### src/rtl/cache_axi_bridge_pkg.sv
`default_nettype none
// ============================================================================
// Module      : cache_axi_bridge_pkg
// Description : Shared request-type codes, AXI constants, FSM state types and
//               a helper that maps a cache request type onto an AXI size.
// Revision    : 1.0  initial release
// ============================================================================
package cache_axi_bridge_pkg;

    // Cache request type codes
    localparam logic [2:0] CACHE_BYTE = 3'b000;
    localparam logic [2:0] CACHE_HALF = 3'b001;
    localparam logic [2:0] CACHE_WORD = 3'b010;
    localparam logic [2:0] CACHE_LINE = 3'b100;

    // AXI constants
    localparam logic [1:0] BURST_INCR = 2'b01;
    localparam logic [2:0] SIZE_WORD  = 3'd2;

    typedef enum logic [1:0] {
        R_IDLE = 2'd0,
        R_AR   = 2'd1,
        R_DATA = 2'd2
    } rd_state_e;

    typedef enum logic [1:0] {
        W_IDLE = 2'd0,
        W_XFER = 2'd1,
        W_RESP = 2'd2
    } wr_state_e;

    // Line transfers always move full words; narrow accesses carry their
    // size in the low two bits of the type code.
    function automatic logic [2:0] axi_size_of(input logic [2:0] req_type);
        return (req_type == CACHE_LINE) ? SIZE_WORD : {1'b0, req_type[1:0]};
    endfunction

endpackage
`default_nettype wire

### src/rtl/cache_axi_bridge_wr.sv
`default_nettype none
// ============================================================================
// Module      : axi_wr_ctrl
// Description : Write side of the cache/AXI bridge. Latches one write request
//               (address, type, strobe, full line data), issues AW and the W
//               beats independently, then waits for the B response.
// Ports       : aclk/aresetn      clock, async active-low reset
//               wr_*              cache write request / wr_rdy accept
//               aw*, w*, b*       AXI write address, data, response channels
//               wr_busy           write FSM not idle
//               wr_line           latched line address (addr[31:5])
// Revision    : 1.0  initial release
// ============================================================================
module axi_wr_ctrl
    import cache_axi_bridge_pkg::*;
#(
    parameter int         LINE_WORDS = 8,
    parameter logic [3:0] AXI_ID     = 4'd0
) (
    input  logic                     aclk,
    input  logic                     aresetn,
    input  logic                     wr_req,
    input  logic [2:0]               wr_type,
    input  logic [31:0]              wr_addr,
    input  logic [3:0]               wr_wstrb,
    input  logic [32*LINE_WORDS-1:0] wr_data,
    output logic                     wr_rdy,
    output logic [3:0]               awid,
    output logic [31:0]              awaddr,
    output logic [7:0]               awlen,
    output logic [2:0]               awsize,
    output logic [1:0]               awburst,
    output logic                     awvalid,
    input  logic                     awready,
    output logic [31:0]              wdata,
    output logic [3:0]               wstrb,
    output logic                     wlast,
    output logic                     wvalid,
    input  logic                     wready,
    input  logic                     bvalid,
    output logic                     bready,
    output logic                     wr_busy,
    output logic [26:0]              wr_line
);

    localparam int         CNT_W    = (LINE_WORDS > 1) ? $clog2(LINE_WORDS) : 1;
    localparam logic [7:0] LINE_LEN = 8'(LINE_WORDS - 1);

    wr_state_e                 state_q,   state_d;
    logic [31:0]               addr_q,    addr_d;
    logic [2:0]                type_q,    type_d;
    logic [3:0]                strb_q,    strb_d;
    logic [32*LINE_WORDS-1:0]  data_q,    data_d;
    logic [CNT_W-1:0]          cnt_q,     cnt_d;
    logic                      aw_done_q, aw_done_d;
    logic                      w_done_q,  w_done_d;

    logic is_line;
    logic aw_hs;
    logic w_hs;

    assign is_line = (type_q == CACHE_LINE);

    assign awid    = AXI_ID;
    assign awaddr  = addr_q;
    assign awlen   = is_line ? LINE_LEN : 8'd0;
    assign awsize  = axi_size_of(type_q);
    assign awburst = BURST_INCR;

    // AW and W are tracked separately so either may finish first.
    assign awvalid = (state_q == W_XFER) && !aw_done_q;
    assign wvalid  = (state_q == W_XFER) && !w_done_q;
    assign wdata   = data_q[{cnt_q, 5'd0} +: 32];
    assign wstrb   = is_line ? 4'hF : strb_q;
    assign wlast   = (8'(cnt_q) == awlen);

    assign bready  = (state_q == W_RESP);
    assign wr_rdy  = (state_q == W_IDLE);
    assign wr_busy = (state_q != W_IDLE);
    assign wr_line = addr_q[31:5];

    assign aw_hs   = awvalid && awready;
    assign w_hs    = wvalid && wready;

    always_comb begin
        state_d   = state_q;
        addr_d    = addr_q;
        type_d    = type_q;
        strb_d    = strb_q;
        data_d    = data_q;
        cnt_d     = cnt_q;
        aw_done_d = aw_done_q;
        w_done_d  = w_done_q;
        case (state_q)
            W_IDLE: begin
                if (wr_req) begin
                    addr_d    = wr_addr;
                    type_d    = wr_type;
                    strb_d    = wr_wstrb;
                    data_d    = wr_data;
                    cnt_d     = '0;
                    aw_done_d = 1'b0;
                    w_done_d  = 1'b0;
                    state_d   = W_XFER;
                end
            end
            W_XFER: begin
                if (aw_hs) begin
                    aw_done_d = 1'b1;
                end
                if (w_hs) begin
                    cnt_d = cnt_q + 1'b1;
                    if (wlast) begin
                        w_done_d = 1'b1;
                    end
                end
                // Leave once both channels are finished, counting a handshake
                // that completes in this very cycle.
                if ((aw_done_q || aw_hs) && (w_done_q || (w_hs && wlast))) begin
                    state_d = W_RESP;
                end
            end
            W_RESP: begin
                if (bvalid) begin
                    state_d = W_IDLE;
                end
            end
            default: state_d = W_IDLE;
        endcase
    end

    always_ff @(posedge aclk or negedge aresetn) begin
        if (!aresetn) begin
            state_q   <= W_IDLE;
            addr_q    <= '0;
            type_q    <= '0;
            strb_q    <= '0;
            data_q    <= '0;
            cnt_q     <= '0;
            aw_done_q <= 1'b0;
            w_done_q  <= 1'b0;
        end else begin
            state_q   <= state_d;
            addr_q    <= addr_d;
            type_q    <= type_d;
            strb_q    <= strb_d;
            data_q    <= data_d;
            cnt_q     <= cnt_d;
            aw_done_q <= aw_done_d;
            w_done_q  <= w_done_d;
        end
    end

endmodule
`default_nettype wire

### src/rtl/cache_axi_bridge.sv
`default_nettype none
// ============================================================================
// Module      : cache_axi_bridge
// Description : Memory-side responder for the merged cache request port.
//               Converts rd_req/wr_req into AXI read and write bursts, passes
//               read beats straight back as ret_*, and blocks reads that hit
//               the line of an in-flight or incoming write.
// Ports       : aclk/aresetn      clock, async active-low reset
//               rd_* / ret_*      cache read request and return beats
//               wr_*              cache write request
//               ar*, r*           AXI read address / data channels
//               aw*, w*, b*       AXI write address / data / response channels
// Revision    : 1.0  initial release
// ============================================================================
module cache_axi_bridge
    import cache_axi_bridge_pkg::*;
#(
    parameter int         LINE_WORDS = 8,
    parameter logic [3:0] AXI_ID     = 4'd0
) (
    input  logic                     aclk,
    input  logic                     aresetn,
    input  logic                     rd_req,
    input  logic [2:0]               rd_type,
    input  logic [31:0]              rd_addr,
    output logic                     rd_rdy,
    output logic                     ret_valid,
    output logic                     ret_last,
    output logic [31:0]              ret_data,
    input  logic                     wr_req,
    input  logic [2:0]               wr_type,
    input  logic [31:0]              wr_addr,
    input  logic [3:0]               wr_wstrb,
    input  logic [32*LINE_WORDS-1:0] wr_data,
    output logic                     wr_rdy,
    output logic [3:0]               arid,
    output logic [31:0]              araddr,
    output logic [7:0]               arlen,
    output logic [2:0]               arsize,
    output logic [1:0]               arburst,
    output logic                     arvalid,
    input  logic                     arready,
    input  logic [31:0]              rdata,
    input  logic                     rlast,
    input  logic                     rvalid,
    output logic                     rready,
    output logic [3:0]               awid,
    output logic [31:0]              awaddr,
    output logic [7:0]               awlen,
    output logic [2:0]               awsize,
    output logic [1:0]               awburst,
    output logic                     awvalid,
    input  logic                     awready,
    output logic [31:0]              wdata,
    output logic [3:0]               wstrb,
    output logic                     wlast,
    output logic                     wvalid,
    input  logic                     wready,
    input  logic                     bvalid,
    output logic                     bready
);

    localparam logic [7:0] LINE_LEN = 8'(LINE_WORDS - 1);

    rd_state_e   rd_state_q, rd_state_d;
    logic [31:0] rd_addr_q,  rd_addr_d;
    logic [2:0]  rd_type_q,  rd_type_d;

    logic        wr_busy;
    logic [26:0] wr_line;
    logic        haz_pending;
    logic        haz_incoming;
    logic        rd_hazard;

    // Read-after-write protection at line granularity: a read may not pass a
    // write to the same line, whether that write is already latched or is
    // being offered in this same cycle.
    assign haz_pending  = wr_busy && (rd_addr[31:5] == wr_line);
    assign haz_incoming = !wr_busy && wr_req && (rd_addr[31:5] == wr_addr[31:5]);
    assign rd_hazard    = haz_pending || haz_incoming;

    assign rd_rdy    = (rd_state_q == R_IDLE) && !rd_hazard;

    assign arid      = AXI_ID;
    assign araddr    = rd_addr_q;
    assign arlen     = (rd_type_q == CACHE_LINE) ? LINE_LEN : 8'd0;
    assign arsize    = axi_size_of(rd_type_q);
    assign arburst   = BURST_INCR;
    assign arvalid   = (rd_state_q == R_AR);

    // Read data is returned with zero latency straight from the R channel.
    assign rready    = (rd_state_q == R_DATA);
    assign ret_valid = rready && rvalid;
    assign ret_last  = rready && rlast;
    assign ret_data  = rdata;

    always_comb begin
        rd_state_d = rd_state_q;
        rd_addr_d  = rd_addr_q;
        rd_type_d  = rd_type_q;
        case (rd_state_q)
            R_IDLE: begin
                if (rd_req && !rd_hazard) begin
                    rd_addr_d  = rd_addr;
                    rd_type_d  = rd_type;
                    rd_state_d = R_AR;
                end
            end
            R_AR: begin
                if (arready) begin
                    rd_state_d = R_DATA;
                end
            end
            R_DATA: begin
                if (rvalid && rlast) begin
                    rd_state_d = R_IDLE;
                end
            end
            default: rd_state_d = R_IDLE;
        endcase
    end

    always_ff @(posedge aclk or negedge aresetn) begin
        if (!aresetn) begin
            rd_state_q <= R_IDLE;
            rd_addr_q  <= '0;
            rd_type_q  <= '0;
        end else begin
            rd_state_q <= rd_state_d;
            rd_addr_q  <= rd_addr_d;
            rd_type_q  <= rd_type_d;
        end
    end

    axi_wr_ctrl #(
        .LINE_WORDS (LINE_WORDS),
        .AXI_ID     (AXI_ID)
    ) u_wr_ctrl (
        .aclk     (aclk),
        .aresetn  (aresetn),
        .wr_req   (wr_req),
        .wr_type  (wr_type),
        .wr_addr  (wr_addr),
        .wr_wstrb (wr_wstrb),
        .wr_data  (wr_data),
        .wr_rdy   (wr_rdy),
        .awid     (awid),
        .awaddr   (awaddr),
        .awlen    (awlen),
        .awsize   (awsize),
        .awburst  (awburst),
        .awvalid  (awvalid),
        .awready  (awready),
        .wdata    (wdata),
        .wstrb    (wstrb),
        .wlast    (wlast),
        .wvalid   (wvalid),
        .wready   (wready),
        .bvalid   (bvalid),
        .bready   (bready),
        .wr_busy  (wr_busy),
        .wr_line  (wr_line)
    );

endmodule
`default_nettype wire

### config.mk
export PLATFORM = sky130hd
export DESIGN_NAME = cache_axi_bridge
export DESIGN_NICKNAME = d
export VERILOG_FILES = /design/src/rtl/cache_axi_bridge_pkg.sv /design/src/rtl/cache_axi_bridge_wr.sv /design/src/rtl/cache_axi_bridge.sv
export SDC_FILE = /design/constraint.sdc
export NUM_CORES = 1
export LEC_CHECK = 0
export ABC_CLOCK_PERIOD_IN_PS = 2900
export BUFFER_PORTS_ARGS = -buffer_cell sky130_fd_sc_hd__buf_2
export CAP_MARGIN = 20
export CELL_PAD_IN_SITES_DETAIL_PLACEMENT = 0
export CELL_PAD_IN_SITES_GLOBAL_PLACEMENT = 2
export CORE_ASPECT_RATIO = 0.6
export CORE_MARGIN = 2
export CORE_UTILIZATION = 36
export DETAILED_ROUTE_END_ITERATION = 12
export MAX_ROUTING_LAYER = met4
export PLACE_DENSITY = 0.83
export SYNTH_ARGS = -nofsm -noshare
export SYNTH_HDL_FRONTEND = slang
export SYNTH_HIERARCHICAL = 1
export SYNTH_SLANG_ARGS = --single-unit
### constraint.sdc
create_clock -name aclk -period 2.9 [get_ports aclk]
set_clock_uncertainty 0.1 [all_clocks]
set_input_delay 0 -clock aclk [delete_from_list [all_inputs] [get_ports aclk]]
set_output_delay 0 -clock aclk [all_outputs]
set_load 0.01 [all_outputs]
==> impl_metrics.csv <==
group,metric,value,unit
status,status,"finished, violations left",
status,violations,"hold timing",
worst_hold_path,hold_path_class,"in2async",
synthesis,yosysWarnings,6,
timing,holdWs,-0.008656,ns
timing,tightest_slew,0.7817,ns
global_route,grt_pass1_wl,77060,um
timing,hold_violations,4,
routing,antenna_left,0,
power,design_power_total,0.02428,W
final_layout,syn2layout_area_growth,39.47,%
cts,cts_root_buffer,"clkbuf_16",
global_route,antenna_found_initial,8,
placed_design,port_buffers,459,
power,p_comb_frac,0.446,
timing,rsz0062_at_grt,"no",
placed_design,placed_cell_area,19750,um2
global_route,first_global_vias,12770,
setup_path,critPathMaxFanout,36,
routing,drc_errors,0,
cts,cts_setup_buffers,0,
global_route,grt_max_degree,68,
timing,period_share,0.9515,
timing,post-route-min-period,2.759,ns
routing,dr.first_iter.drc_count,522,
power,clkPwrFrac,0.190,
floorplanning,initial_core_util,0.3670,
cts,clkLatencyLatePin,0.53,ns
setup_path,critPathRequiredTime,3.20,ns
timing,fmax,0.3624,GHz
synthesis,ys_seq_area_frac,0.4798,
timing,setup_violations,0,
placed_design,dp_hpwl,32580,um
synthesis,synth_edf_count,0,
final_layout,final_area,24660,um2
timing,maxSlewViolCount,0,
power,p_int,0.01669,W
synthesis,ys_seq_elements,339,
floorplanning,die_height,175.7,um
global_route,grt_util_all_layers,0.1998,
power,ir_drop,0.4365,mV
cts,path_clk_slew,0.06,ns
setup_path,critPathCaptureType,"flop",
routing,via_count,11550,
floorplanning,core.rowCount,62,
floorplanning,io_pins,548,
synthesis,syn_area,17680,um2
floorplanning,die-area,50960,um2
routing,wl_met3,2138,um
power,swShare,0.3125,
routing,drt-total-wl,49960,um
synthesis,syn_inst,1045,
power,p_leak,11.99,nW
routing,wl_met1,23150,um
synthesis,synth_cell_types,43,
setup_path,startpoint_type,"flop",
global_route,grt-ovfl-total,0,
final_layout,fin_util,0.5119,
synthesis,ys_async_sr_fraction,1.000,
setup_path,worstSetupPathType,"reg2reg",
final_layout,fillers,3995,
placed_design,place.gp.congestion,0.8579,
cts,cts_tree,"yes",
cts,cts_max_level,2,
final_layout,final_nets,2190,
timing,finalSetupTns,0,ns
floorplanning,core_area,48170,um2
synthesis,synthFlopType,"dfrtp_1",
final_layout,layout-drive-gt1-share,0.5334,
cts,clock_path_buffers,3,
cts,cts_inserted_buffers,37,
synthesis,synth.avg_cell_area,16.92,um2
power,power_density,984.5,nW/um2
routing,viasPerCell,4.640,
timing,relSlewSlack,0.4789,
routing,top_layer_used,"met4",
routing,routedWlPerCell,20.07,um
setup_path,cp.arrival,3.06,ns
run,cap_viol_max_count,0,
cts,cts.sinks,339,
power,p_seq_frac,0.363,
routing,met2_length,23800,um
routing,dr.pass1.iters,4,
floorplanning,die_width,290.1,um
power,power.switching,0.007586,W
worst max-delay path, cell delays in order (launching register included):
cell and delay, ns:
dfrtp_1 0.41, xnor2_1 0.43, nand4_1 0.15, nor4_1 0.42, nand4_1 0.26, nand4b_4 0.17
buf_12 0.28, mux2_2 0.38
layout make-up:
cell class,count,area (um2),area share
Clock inverter,9,83.83,0.003399
Multi-Input combinational cell,574,7780,0.3155
Tap cell,640,800.8,0.03247
Timing Repair Buffer,860,6406,0.2598
Antenna cell,8,20.02,0.0008118
Inverter,5,18.77,0.0007610
Clock buffer,54,1060,0.04297
Sequential cell,339,8492,0.3443
cells in the mapped netlist, types with 5 or more instances:
master	count	area share
dfrtp_1	339	0.48
mux2_4	324	0.28
buf_4	88	0.037
mux4_2	64	0.082
mux2_2	38	0.024
buf_12	35	0.040
xor2_1	28	0.014
xnor2_1	25	0.012
clkbuf_1	13	0.0028
buf_2	9	0.0025
nand2_1	9	0.0019
nand4_1	9	0.0032
nor4_1	8	0.0028
or2_2	6	0.0021
inv_1	5	0.0011
metal layers:
metal,vias up,global-route usage
met3,79,0.03745
met1,5965,0.2711
li1,5216,-
met5,-,-
met2,290,0.3121
met4,0,0.04536
layout by cell type, fill, tap and decap left out, types with 5 or more instances in the layout:
master,synthesis,layout
buf_2,9,458
dlygate4sd3_1,0,372
dfrtp_1,339,336
mux2_4,324,324
mux4_2,64,64
mux2_2,38,38
clkbuf_16,0,37
xor2_1,28,28
xnor2_1,25,25
conb_1,4,24
buf_4,88,17
buf_12,35,11
clkbuf_1,13,10
nand4_1,9,9
nand2_1,9,9
diode_2,0,8
nor4_1,8,8
clkbuf_8,0,7
or2_2,6,6
inv_1,5,5
clkinv_2,0,5
state kept, by name, indices dropped and copies added (netlist names):
name and cells:
u_wr_ctrl/strb_q 4, u_wr_ctrl/w_done_q 1, u_wr_ctrl/cnt_q 3, u_wr_ctrl/awaddr 32, araddr 32, u_wr_ctrl/state_q 2, rd_state_q 2, u_wr_ctrl/type_q 3
rd_type_q 3, u_wr_ctrl/data_q 256, u_wr_ctrl/aw_done_q 1
cells by family after synthesis:
kind of cell,after synthesis,share of synthesized area
flip-flops,339,0.4798
other,4,0.0008489
AND/OR/NAND/NOR,54,0.02017
AO/OA/AOI/OAI,12,0.004529
buffers and inverters,152,0.08463
adder cells (fa/ha/maj),1,0.0007075
XOR/XNOR,53,0.02625
multiplexers,430,0.3831
worst paths after layout:
check | cells after the start | start | slack (ns) | end
worst max-delay path | 7 | u_wr_ctrl/awaddr[31] | 0.14 | araddr[12]
worst min-delay path | 3 | aresetn | -0.009 | araddr[4]
worst max register to register | 7 | u_wr_ctrl/awaddr[31] | 0.14 | araddr[12]
worst min register to register | 1 | u_wr_ctrl/data_q[217] | 0.40 | u_wr_ctrl/data_q[217]
max in group asynchronous | 4 | aresetn | 2.16 | u_wr_ctrl/data_q[107]
min in group aclk | 3 | wr_data[150] | 0.12 | u_wr_ctrl/data_q[150]
metrics by stage:
stage | hold WS (ns) | setup slack [ns] | std cells
floorplan | -0.3956 | 0.6205 | 1065
global placement | -0.1203 | 0.2974 | 2045
detailed placement | -0.1115 | 0.2700 | 2045
CTS | 0.001834 | 0.1184 | 2481
global route | 0.03126 | 0.04650 | 2489
finish | -0.008656 | 0.1406 | 2489
repair_timing:
item | in CTS | in global routing
resized for setup | 0 | 0
hold buffers | 373 | 0
hold endpoints to repair | 615 | 0
power by group through the flow:
| stage | Combinational (W) | Clock [W] | Sequential, W |
|---|---|---|---|
| 2_1_floorplan | 0.00865 | 0 | 0.00840 |
| 3_3_place_gp | 0.0103 | 0 | 0.00874 |
| 3_5_place_dp | 0.0104 | 0 | 0.00881 |
| 4_1_cts | 0.0109 | 0.00478 | 0.00879 |
| 5_1_grt | 0.0115 | 0.00499 | 0.00915 |
| 6_report | 0.0108 | 0.00462 | 0.00882 |
Power figures use the tool's default switching activity.
